--- config.mk ---
export PLATFORM = sky130hd
export DESIGN_NAME = pri_encoder32_5
export DESIGN_NICKNAME = d
export VERILOG_FILES = /design/src/rtl/pri_encoder32_5.sv
export SDC_FILE = /design/constraint.sdc
export NUM_CORES = 1
export LEC_CHECK = 0
export CAP_MARGIN = 20
export CORE_AREA = 2 2 94 96
export DETAILED_ROUTE_END_ITERATION = 10
export DIE_AREA = 0 0 96 98
export RECOVER_POWER = 50
export SYNTH_ARGS = -nofsm -noshare
export SYNTH_HDL_FRONTEND = slang
export SYNTH_SLANG_ARGS = --single-unit
--- constraint.sdc ---
create_clock -name clk -period 16 [get_ports clk]
set_input_delay 3.2 -clock clk [delete_from_list [all_inputs] [get_ports clk]]
set_output_delay 3.2 -clock clk [all_outputs]
set_load 0.05 [all_outputs]
--- src/rtl/pri_encoder32_5.sv ---
// pri_encoder32_5
//   Sticky 32-input priority encoder with a valid/ack handshake.
//   Active-low requests on L are captured into a pending register whenever
//   the active-low enable E is low. The highest pending index is presented
//   on B with valid=1. It stays there until the consumer acks, which retires
//   that bit.
//
// Ports
//   clk       in   1   rising-edge clock
//   rst       in   1   synchronous, active-high reset
//   E         in   1   active-low capture enable (0 = sample L)
//   L         in  32   active-low request lines (L[i]=0 requests index i)
//   ack       in   1   consumer accepts B (ignored while valid=0)
//   B         out  5   presented request index
//   valid     out  1   B holds a request awaiting ack
//   empty     out  1   nothing pending and nothing presented
//   pend_cnt  out  6   popcount of the pending register

module pri_encoder32_5 (
  input  logic        clk,
  input  logic        rst,
  input  logic        E,
  input  logic [31:0] L,
  input  logic        ack,
  output logic [4:0]  B,
  output logic        valid,
  output logic        empty,
  output logic [5:0]  pend_cnt
);

  typedef enum logic {
    IDLE,
    PRESENT
  } state_t;

  state_t      state;
  logic [31:0] pend;
  logic [31:0] set_mask;
  logic [31:0] clr_mask;
  logic [31:0] pend_next;
  logic [4:0]  top_idx;
  logic [5:0]  next_cnt;

  // New requests for this edge: only sampled while the enable is low.
  always_comb begin
    set_mask = '0;
    if (!E) begin
      set_mask = ~L;
    end
  end

  // The presented bit retires only on an ack while something is presented.
  always_comb begin
    clr_mask = '0;
    if ((state == PRESENT) && ack) begin
      clr_mask = 32'd1 << B;
    end
  end

  // Clear first, then set, so a re-request of the acked index survives.
  always_comb begin
    pend_next = (pend & ~clr_mask) | set_mask;
  end

  // Highest set index of the registered pend. Ascending scan: the last hit wins.
  always_comb begin
    top_idx = '0;
    for (int i = 0; i < 32; i++) begin
      if (pend[i]) begin
        top_idx = 5'(i);
      end
    end
  end

  // Popcount of the next pend value. pend_cnt then changes on the same edge as pend.
  always_comb begin
    next_cnt = '0;
    for (int i = 0; i < 32; i++) begin
      next_cnt = next_cnt + {5'd0, pend_next[i]};
    end
  end

  // Pending register, count and presentation FSM.
  // A new code is chosen only in IDLE. A higher-priority arrival therefore
  // never disturbs the presented code. At least one idle cycle also
  // separates consecutive codes.
  always_ff @(posedge clk) begin
    if (rst) begin
      pend     <= '0;
      pend_cnt <= '0;
      B        <= '0;
      valid    <= 1'b0;
      state    <= IDLE;
    end else begin
      pend     <= pend_next;
      pend_cnt <= next_cnt;
      case (state)
        IDLE: begin
          if (|pend) begin
            B     <= top_idx;
            valid <= 1'b1;
            state <= PRESENT;
          end else begin
            valid <= 1'b0;
          end
        end
        PRESENT: begin
          if (ack) begin
            valid <= 1'b0;
            state <= IDLE;
          end
        end
        default: begin
          valid <= 1'b0;
          state <= IDLE;
        end
      endcase
    end
  end

  // Derived purely from registered state.
  assign empty = (pend == '0) && !valid;

endmodule

==> flow_summary.ini <==
[run]
maxCapViolCount = 0

[sta]
slew_headroom_pct = 4.59
clock_skew_ns = 0.00971
slew_violations = 0
final.setup.tns_ns = 0
hold_violations = 0
min_period_ns = 8.97
fmax_mhz = 111
fin_crit_sh_pct = 56.1
rsz0062_at_grt = false
setup_violations = 0
whs_ns = 0.522
tightest_slew_ns = 1.43

[floorplan]
initial_core_util_pct = 33.9
rows = 34
die_x_um = 96
core_area_um2 = 8470
die_h_um = 98
die_area_um2 = 9410
io_pins = 49

[worst_setup_path]
r2r_cells = 22
cp_max_fo = 32
endpoint_kind = flip-flop
max_stage_delay_ns = 1.17
start_kind = primary input
worstPathArrival_ns = 9.12
worst-path-buf-inv = 7
critPathKind = primary input to flip-flop
rrSetupSlack_ns = 10.14
slowest_stage = clkdlybuf4s50_1
path_common_cell = fa_1
critPathTopFamily = adder cells
cp_cell_sequence = clkdlybuf4s50_1 -> o21ai_0 -> fa_1 -> inv_1 -> fa_1 -> fa_1 -> inv_1 -> fa_1 -> inv_1 -> fa_1 -> fa_1 -> inv_1 -> ha_1 -> inv_1 -> fa_1 -> inv_1 -> a21o_1 -> a21oi_1 -> xor2_1 -> nor2_1
cp.required_ns = 16.15
r2r_start = B[4]$_SDFFE_PP0P_
regToRegEndpoint = pend_cnt[4]$_SDFF_PP0_

[global_routing]
grt_overflow = 0
busiest_layer = met2
grt_pass1_wl_um = 12400
grt_pass1_vias = 2547
met2_usage_pct = 26.9
met1_usage_pct = 23.3
grt_start_max_net_pins = 33
met3_usage_pct = 3.16
antenna_found_initial = 0
gr-usage-all-layers_pct = 17.3

[logic_synthesis]
netlist_area_um2 = 2870
syn_inst = 337
synth_flop_cell = dfxtp_1
yosysSeqAreaShare_pct = 31.4
syn_avg_cell_area_um2 = 8.52
synth.largest_area_cell = dfxtp_1
synthTopCellsByArea = dfxtp_1, fa_1, o21ai_0
synth_edf_count = 0
synth_top_area_share_pct = 31.4
synth_cell_type_count = 40
ys_ff_latch = 45
yosys_warnings = 0
async_reset_ff_share_pct = 0
syn-num-nets = 404

[finish]
fill_cells = 847
fin_area_um2 = 3530
area_delta_synth_final_pct = 22.9
drive_above_1_share_pct = 4.69
fin_util_pct = 41.7
nets = 450
diodes = 0

[pwr]
vdd_drop_max_uv = 150
power_density_nw_per_um2 = 176
p_leak_uw = 0.00144
power.total_uw = 623

[placed_design]
portBuffers = 48
place_congestion = 0.886
dpl.hpwl_um = 6040
place_area_um2 = 3450

[clock_tree]
clkSinkCount = 45
cts.repair.resized = 0
ctsHoldBuffers = 0
clk_pin_slew_ns = 0.09
cts_post_setup_buffers_inserted = 0
cts.path.max_buffers = 2
numCtsBuffers = 5
insertion_delay_ns = 0.31
root_buffer = clkbuf_8
cts_tree = done
htree_num_levels = 2

[drt]
via_per_inst = 5.10
drt_iter0_drc = 110
vias = 2510
wire_per_inst_um = 15.5
first_pass_iters = 4
ant_nets = 0
drt_wl_total_um = 7610
drc = 0

[status]
outcome = complete, no violations

[hold_path]
hold_end = pend[0]$_SDFF_PP0_
hold_depth = 2
hold_start = pend[0]$_SDFF_PP0_
hp-class = flip-flop to flip-flop
Yosys cell counts, types with 4 or more instances:
master     n
o21ai_0   39
nor4_1     4
nor4_2     4
dfxtp_1   45
fa_1      24
or2_2      4
nor2b_1    9
a21oi_1   16
nor2_1    42
o21a_1     6
nand3_1    4
nand2b_1   5
nand2_1   26
clkbuf_1   9
and2_1    20
o31ai_1    4
ha_1       7
nor3_1     5
inv_1     29
kinds of logic after synthesis:
group                      after synthesis  synth area share [%]
AOI/OAI and AO/OA                       86                  18.2
xor gates and xnor gates                 2                 0.610
adders and majority gates               31                  19.8
buffers and inverters                   39                  5.36
DFF                                     45                  31.4
and+or+nand+nor                        134                  24.7
placed cells by master (no fill, tap or decap), types with 16 or more instances in the layout:
| cell type | count |
|---|---|
| clkdlybuf4s50_1 | 39 |
| a21oi_1 | 16 |
| nor2_1 | 42 |
| o21ai_0 | 39 |
| nand2_1 | 26 |
| fa_1 | 24 |
| and2_1 | 20 |
| dfxtp_1 | 45 |
| inv_1 | 29 |
worst reg2reg max path: stages (launching register included):
cell and delay [ns]:
dfxtp_1 0.52, nor2b_1 0.31, nand2_1 0.14, o21ai_0 0.17, o21ai_0 0.18, fa_1 0.60, inv_1 0.05, fa_1 0.50
fa_1 0.50, inv_1 0.05, fa_1 0.54, inv_1 0.05, fa_1 0.46, fa_1 0.52, inv_1 0.04, ha_1 0.20
inv_1 0.07, fa_1 0.20, inv_1 0.05, a21o_1 0.16, a21oi_1 0.17, xor2_1 0.17, nor2_1 0.05
worst max-delay path by stage:
| stage | from | endpoint | slack (ns) | depth (start not counted) |
|---|---|---|---|---|
| 6_report | E | pend_cnt[4]$_SDFF_PP0_ | 7.03 | 20 |
| 5_1_grt | E | pend_cnt[4]$_SDFF_PP0_ | 6.73 | 20 |
| 4_1_cts | E | pend_cnt[4]$_SDFF_PP0_ | 7.02 | 20 |
| 3_5_place_dp | E | pend_cnt[4]$_SDFF_PP0_ | 6.71 | 20 |
| 3_3_place_gp | E | pend_cnt[4]$_SDFF_PP0_ | 6.84 | 20 |
| 2_1_floorplan | ack | pend_cnt[4]$_SDFF_PP0_ | 7.95 | 22 |
layout make-up:
type / count / area (um2) / share of cell area [%]
sequential: 45 / 901 / 25.5
clock buffer: 6 / 72.6 / 2.06
clock inverter: 2 / 10.0 / 0.284
tap: 108 / 135 / 3.83
multi-input combinational: 253 / 1820 / 51.5
timing repair buffer: 49 / 484 / 13.7
inverter: 29 / 109 / 3.08
through the flow:
step / setup slack, ns / instances
floorplan: 7.95 / 337
global placement: 6.84 / 484
detailed placement: 6.71 / 484
CTS: 7.02 / 492
global route: 6.73 / 492
finish: 7.03 / 492
routing by layer:
layer	vias to the layer above	share of wire, %
li1	1239	-
met3	15	5.8
met5	-	0
met4	0	3.4
met1	1177	45
met2	79	46
flip-flops by register name (all words and copies together) (netlist names):
register	flops
pend_cnt	6
B	5
pend	32
valid	1
state	1
power breakdown:
| part | internal, uW | total, uW | switching (uW) | leakage (uW) |
|---|---|---|---|---|
| logic | 189 | 409 | 220 | 0.00102 |
| clock network | 30.4 | 72.6 | 42.1 | 0.0000450 |
| registers | 128 | 141 | 12.9 | 0.000374 |
| total | 348 | 623 | 275 | 0.00144 |
Power figures use the tool's default switching activity.
